### src/rtl/serial_sub_pkg.sv
// serial_sub_pkg: shared state encoding and default operand width for the serial subtractor.
package serial_sub_pkg;
    localparam int DEFAULT_WIDTH = 8;
    typedef enum logic [1:0] {IDLE, SHIFT, DONE} state_t;
endpackage

### src/rtl/fs_bit_cell.sv
// fs_bit_cell: combinational 1-bit full subtractor, d = x - y - bi with borrow-out bo.
module fs_bit_cell (
    input  logic x,
    input  logic y,
    input  logic bi,
    output logic d,
    output logic bo
);
    assign d  = x ^ y ^ bi;
    assign bo = (~x & (y | bi)) | (y & bi);
endmodule

### src/rtl/serial_sub_ctrl.sv
// serial_sub_ctrl: bit-serial a - b - bin, LSB first, one bit per clock through a single cell.
// Define SERIAL_SUB_OVF_EN to add the signed-overflow output ovf.
module serial_sub_ctrl
    import serial_sub_pkg::*;
#(
    parameter int WIDTH = DEFAULT_WIDTH
) (
    input  logic             clk,
    input  logic             rst,
    input  logic             start,
    input  logic [WIDTH-1:0] a,
    input  logic [WIDTH-1:0] b,
    input  logic             bin,
    output logic             busy,
    output logic             done,
    output logic [WIDTH-1:0] diff,
`ifdef SERIAL_SUB_OVF_EN
    output logic             ovf,
`endif
    output logic             bout
);
    localparam int CW = $clog2(WIDTH) + 1;
    state_t           state;
    logic [WIDTH-1:0] sa, sb;
    logic             br;
    logic [CW-1:0]    cnt;
    logic             d, bo;
    logic [WIDTH:0]   dsh;
    fs_bit_cell u_cell (.x(sa[0]), .y(sb[0]), .bi(br), .d(d), .bo(bo));
    // new difference bit enters at the MSB; the oldest bit ends up at the LSB after WIDTH shifts
    assign dsh = {d, diff};
    always_ff @(posedge clk or posedge rst) begin
        if (rst) begin
            state <= IDLE;
            busy  <= 1'b0;
            done  <= 1'b0;
            diff  <= '0;
            bout  <= 1'b0;
`ifdef SERIAL_SUB_OVF_EN
            ovf   <= 1'b0;
`endif
            sa    <= '0;
            sb    <= '0;
            br    <= 1'b0;
            cnt   <= '0;
        end else begin
            case (state)
                IDLE: if (start) begin
                    state <= SHIFT;
                    busy  <= 1'b1;
                    sa    <= a;
                    sb    <= b;
                    br    <= bin;
                    cnt   <= '0;
                end
                SHIFT: begin
                    diff <= dsh[WIDTH:1];
                    sa   <= sa >> 1;
                    sb   <= sb >> 1;
                    br   <= bo;
                    cnt  <= cnt + 1'b1;
                    if (cnt == CW'(WIDTH - 1)) begin
                        state <= DONE;
                        done  <= 1'b1;
                        bout  <= bo;
`ifdef SERIAL_SUB_OVF_EN
                        // overflow when the borrow into the sign bit differs from the borrow out of it
                        ovf   <= br ^ bo;
`endif
                    end
                end
                DONE: begin
                    state <= IDLE;
                    busy  <= 1'b0;
                    done  <= 1'b0;
                end
                default: state <= IDLE;
            endcase
        end
    end
endmodule

### config.mk
export PLATFORM = sky130hd
export DESIGN_NAME = serial_sub_ctrl
export DESIGN_NICKNAME = d
export VERILOG_FILES = /design/src/rtl/serial_sub_pkg.sv /design/src/rtl/fs_bit_cell.sv /design/src/rtl/serial_sub_ctrl.sv
export SDC_FILE = /design/constraint.sdc
export NUM_CORES = 1
export LEC_CHECK = 0
export BUFFER_PORTS_ARGS = -buffer_cell sky130_fd_sc_hd__buf_2
export CAP_MARGIN = 15
export CORE_MARGIN = 1
export CORE_UTILIZATION = 48
export DETAILED_ROUTE_END_ITERATION = 8
export PLACE_DENSITY = 0.71
export RECOVER_POWER = 50
export SLEW_MARGIN = 20
export SYNTH_ARGS = -nofsm -noshare
export SYNTH_HDL_FRONTEND = slang
export SYNTH_SLANG_ARGS = --single-unit
### constraint.sdc
create_clock -name clk -period 2 [get_ports clk]
set_input_delay 0.2 -clock clk [delete_from_list [all_inputs] [get_ports clk]]
set_output_delay 0.2 -clock clk [all_outputs]
set_load 0.02 [all_outputs]
==> results of run 1 <==
-- critical path: stages, from the launching register on --
cell and delay (ns):
dfrtp_1 0.48, nand2b_1 0.20, nor3_1 0.33, mux2_1 0.35
-- sequential cells by signal, summed over array words and instances (netlist names) --
name	flops
br	1
done	1
sb	8
cnt	4
diff	8
bout	1
busy	1
sa	8
state	2
-- cell families after synthesis --
kind of cell	synth area share, %
buffers and inverters	3.92
AND/OR/NAND/NOR	17.6
adder cells (fa/ha/maj)	2.17
flip-flops	56.8
AO/OA/AOI/OAI	18.8
multiplexers	0.751
-- area by class of cell --
type / instances / area, sq um / area share, %
inverters: 4 / 15.0 / 0.832
well taps: 31 / 38.8 / 2.15
flip-flops and latches: 34 / 851 / 47.1
repair buffers: 38 / 205 / 11.4
clock buffers: 6 / 51.3 / 2.84
multi-input cells: 108 / 584 / 32.4
clock inverters: 2 / 60.1 / 3.33
-- metal layers --
| layer | wire length [um] | vias up |
|---|---|---|
| met5 | 0 | - |
| met4 | 86 | 0 |
| met3 | 112 | 10 |
| met2 | 1510 | 27 |
| met1 | 1420 | 598 |
| li1 | - | 597 |
-- cells in the final DEF (no fill, tap or decap), drive strengths merged --
cell	instances
ha	1
mux2	1
clkbuf	11
dlygate4sd3	1
a31oi	4
o21ai	20
a21oi	6
dfrtp	34
nor3b	1
o21a	1
a22oi	11
nand3	2
inv	4
a22o	1
nand2b	1
nor3	1
o311ai	1
a21o	1
fa	1
nand2	42
nor2b	7
o21bai	1
and2	4
bufinv	2
nor2	1
buf	32
-- power groups by stage --
stage                     clock network [mW]  registers (mW)  logic, mW
after floorplan                            0            1.28      0.661
after global placement                     0            1.19       1.07
after detailed placement                   0            1.21       1.11
after CTS                              0.672            1.19       1.11
after global routing                   0.695            1.23       1.23
final                                  0.663            1.19       1.09
-- worst min-delay path by stage --
| stage | from | to | slack (ns) | depth (start not counted) |
|---|---|---|---|---|
| 6_report | a[6] | sa[6] | 0.15 | 3 |
| 5_1_grt | b[5] | sb[5] | 0.17 | 3 |
| 4_1_cts | a[6] | sa[6] | 0.13 | 3 |
| 3_5_place_dp | rst | sa[3] | 0.32 | 3 |
| 3_3_place_gp | rst | sa[3] | 0.31 | 3 |
| 2_1_floorplan | rst | bout | 0.34 | 1 |
-- stage by stage --
step	cell area (sq um)	util [%]	worst slack, ns
after floorplan	1500	-	0.779
after global placement	1700	59.5	0.658
after detailed placement	1700	59.5	0.609
after CTS	1820	63.7	0.592
after global routing	1810	63.3	0.447
final	1810	63.3	0.521
-- repair_timing --
item | CTS | global route
hold endpoints to repair | 34 | 0
hold buffers | 1 | 0
setup buffers | 0 | 0
==> run_results.csv, run 1 <==
group,metric,value,unit
placed_design,dpl.hpwl,2210,um
die,dieArea,3350,sq um
clocking,cts.reportedPaths.clkPinSlew,0.11,ns
grt,overflow,0,
finish,fin_cells,223,
power,p_leak,0.863,nW
finish,drive_above_1_share,21.9,%
die,die_w,57.9,um
synthesis,ys.warnings.count,0,
drt,vias,1232,
clocking,clock_latency,0.34,ns
grt,grt.busiest_layer,"met2",
die,start_util,52.5,%
synthesis,seq_area_frac_synth,56.8,%
synthesis,synth-main-ff-cell,"dfrtp_1",
synthesis,synth-seq-cells,34,
finish,fin_nets,213,
timing,period_needed,1.48,ns
timing,fin_tns_setup,0,ns
drt,ant_nets,0,
grt,grt_pass1_vias,1199,
power,p_int,1.84,mW
run_status,status,"finished, violations left",
clocking,cts_buffer_depth,2,
run_status,violations,"DRC",
synthesis,synth_top_area_share,56.8,%
synthesis,synth.most_common_cell,"nand2_1",
synthesis,syn_inst,155,
clocking,cts_root_buf,"clkbuf_4",
timing,max_freq,676,MHz
timing,rsz0062_at_grt,"false",
die,fp.dieH,57.9,um
critical_path,r2r-end,"bout",
synthesis,yosys-top-cells-count,"nand2_1 (42), dfrtp_1 (34), o21ai_0 (20), a22oi_1 (11), nor2b_1 (7)",
critical_path,critPathKind,"reg -> reg",
drt,drt_iter0_markers,42,
power,clkPwrFrac,22.5,%
synthesis,yosysTopAreaCell,"dfrtp_1",
synthesis,synth_enable_flop_cells,0,
synthesis,netlist-cell-type-count,25,
critical_path,cp-end-kind,"flop",
power,vdd_drop_max,0.822,mV
timing,slew_headroom,44.4,%
critical_path,reg2reg_depth,3,
die,io_pins,31,
drt,drt_pass1_iterations,6,
critical_path,r2r_start,"state[1]",
critical_path,crit_end,"bout",
die,rows,19,
power,pwr-share-seq,40.6,%
critical_path,critPathLaunch,"state[1]",
grt,grtUsageMet3,4.91,%
timing,setup_viol,0,
placed_design,portBuffers,30,
clocking,cts_made_buffers,5,
grt,grt.met2_usage,34.2,%
drt,remaining_drc_errors,1,
grt,track_usage,21.3,%
critical_path,cp_max_fo,9,
clocking,tritoncts,"built",
job,drv_cap,0,
timing,final-max-slew-violation-count,0,
placed_design,placed_cells,214,
critical_path,cp.required,2.23,ns
grt,antenna_found_initial,0,
grt,grt_pass1_wl,5250,um
drt,wl_per_cell,14.0,um
timing,tightest_slew,0.835,ns
power,p_switching,1.10,mW
placed_design,gp_congestion,0.769,
critical_path,startpoint_type,"flop",
synthesis,synth_area_leaders,"dfrtp_1 (57%), nand2_1 (11%), o21ai_0 (6.7%)",
clocking,ctsResizeCount,0,
synthesis,synthesis.area,1500,sq um
finish,fillerInstances,250,
finish,num_antenna_cells,0,
synthesis,syn_nets,177,
grt,grt_use_met1,26.4,%
timing,period_share,73.9,%
clocking,clock_sinks,34,
power,p_per_area,1630,nW/um^2
critical_path,crit_arrival,1.71,ns
drt,avgViaCountPerCell,5.52,
timing,skew,0.0131,ns
finish,synthToLayoutAreaGrowth,20.5,%
timing,hold_slack,0.146,ns
power,power,2.94,mW
power,swShare,37.5,%
die,core_area,2850,sq um
synthesis,syn_avg_cell_area,9.67,sq um
drt,wl,3130,um
grt,grt_max_degree,35,
critical_path,r2r_slack,0.52,ns
min_path,hold_class,"in -> reg",
synthesis,ys_async_sr_fraction,100,%
clocking,htree_levels,2,
power,combPwrFrac,36.9,%
timing,timing_hold_violations_final,0,
Power figures use the tool's default switching activity.
==> inputs of run 2 (changes only) <==
--- a/config.mk
+++ b/config.mk
@@ -10,7 +10,7 @@
 export CORE_MARGIN = 1
 export CORE_UTILIZATION = 48
 export DETAILED_ROUTE_END_ITERATION = 8
-export PLACE_DENSITY = 0.71
+export PLACE_DENSITY = 0.74
 export RECOVER_POWER = 50
 export SLEW_MARGIN = 20
 export SYNTH_ARGS = -nofsm -noshare
==> constraint.sdc (replaced) <==
create_clock -name clk -period 1.35 [get_ports clk]
set_input_delay 0.135 -clock clk [delete_from_list [all_inputs] [get_ports clk]]
set_output_delay 0.135 -clock clk [all_outputs]
set_load 0.02 [all_outputs]
==> run_results.csv, run 2 (synthesis gave the netlist of run 1 again) <==
group,metric,value,unit
clocking,cts_root_buf,"clkbuf_4",
power,vdd_drop_max,1.16,mV
min_path,hold_class,"in -> reg",
die,io_pins,31,
timing,setup_viol,1,
clocking,cts_made_buffers,5,
timing,slew_headroom,71.9,%
drt,ant_nets,0,
power,p_per_area,2360,nW/um^2
run_status,violations,"DRC, setup timing",
critical_path,critPathKind,"reg -> reg",
finish,postLayoutCoreUtil,67.2,%
timing,period_needed,1.37,ns
critical_path,reg2reg_depth,3,
timing,tightest_slew,0.420,ns
timing,max_freq,731,MHz
finish,top_regs,"diff: 8 flops, sa: 8 flops, sb: 8 flops",
clocking,htree_levels,2,
critical_path,critPathLaunch,"state[1]",
drt,drt_pass1_iterations,6,
drt,remaining_drc_errors,1,
clocking,cts.reportedPaths.clkPinSlew,0.10,ns
die,core_area,2850,sq um
grt,grt_max_degree,35,
drt,drt_iter0_markers,58,
timing,timing_hold_violations_final,0,
critical_path,r2r_start,"state[1]",
drt,avgViaCountPerCell,5.36,
clocking,clock_sinks,34,
grt,grt_pass1_wl,5290,um
clocking,tritoncts,"built",
grt,grtUsageMet3,7.59,%
die,start_util,52.5,%
finish,synthToLayoutAreaGrowth,27.9,%
finish,fin_nets,225,
finish,num_antenna_cells,0,
grt,track_usage,21.3,%
critical_path,cp_max_fo,11,
placed_design,dpl.hpwl,2250,um
grt,grt.busiest_layer,"met2",
grt,grt_use_met1,27.8,%
min_path,min-delay-start,"b[6]",
min_path,worst_hold_path.num_cells,3,
finish,drive_above_1_share,30.5,%
finish,final_cell_mix,"nand2_1 (41), dfrtp_1 (32), buf_2 (26)",
die,fp.dieH,57.9,um
placed_design,gp_congestion,0.777,
clocking,clock_latency,0.33,ns
finish,final_common_cell,"nand2_1",
grt,antenna_found_initial,0,
die,dieArea,3350,sq um
critical_path,crit_arrival,1.58,ns
critical_path,cp.required,1.56,ns
power,p_leak,0.912,nW
placed_design,dp_slack,-0.0737,ns
critical_path,r2r_slack,-0.02,ns
die,rows,19,
timing,skew,0.00887,ns
timing,worst_slack,-0.0171,ns
die,die_w,57.9,um
timing,period_share,101,%
drt,wl_per_cell,14.7,um
run_status,status,"finished, violations left",
grt,overflow,0,
drt,vias,1255,
job,drv_cap,0,
drt,wl,3440,um
grt,grt_pass1_vias,1173,
timing,final-max-slew-violation-count,0,
clocking,cts_buffer_depth,2,
placed_design,portBuffers,30,
critical_path,startpoint_type,"flop",
grt,grt.met2_usage,31.9,%
critical_path,cp-end-kind,"flop",
run 2: worst max-delay path: stages, from the launching register on:
cell	delay, ns
dfrtp_2	0.46
nand2b_1	0.23
buf_4	0.21
o311ai_0	0.34
run 2: per-stage QoR:
step | TNS [ns] | power, mW | instances | hold WS (ns) | instance area, sq um
2_1_floorplan | 0 | 2.88 | 155 | 0.277 | 1500
3_3_place_gp | 0 | 3.37 | 218 | 0.243 | 1730
3_5_place_dp | -0.0847 | 3.48 | 218 | 0.251 | 1730
4_1_cts | 0 | 4.27 | 227 | 0.0747 | 1830
5_1_grt | -0.0606 | 4.82 | 234 | 0.0844 | 1920
6_report | -0.0171 | 4.52 | 234 | 0.0872 | 1920
run 2: final timing paths:
kind	end
max	cnt[3]
min	sb[6]
max reg2reg	cnt[3]
min reg2reg	sa[4]
max in group asynchronous	state[0]
min in group asynchronous	sa[6]
run 2: where the power goes:
group          internal, mW  switching, mW  leakage (nW)
logic                 0.854           1.11         0.439
clock network         0.431          0.336        0.0443
registers              1.45          0.332         0.428
run 2: cell type report:
class	instances	area, sq um
clock buffers	6	51.3
clock inverters	1	30.0
fillers	243	936
inverters	4	15.0
multi-input cells	108	631
flip-flops and latches	34	853
well taps	31	38.8
repair buffers	50	298
run 2: metal layers:
| layer | up-vias | wire [um] |
|---|---|---|
| met5 | - | 0 |
| met4 | 0 | 104 |
| met3 | 8 | 178 |
| met2 | 43 | 1660 |
| met1 | 583 | 1500 |
| li1 | 621 | - |
run 2: repair_timing:
item	CTS	global route
pin swaps	0	1
hold buffers	1	0
hold endpoints to repair	34	0
buffers inserted	1	7
setup endpoints to repair	3	14
resized for setup	1	10
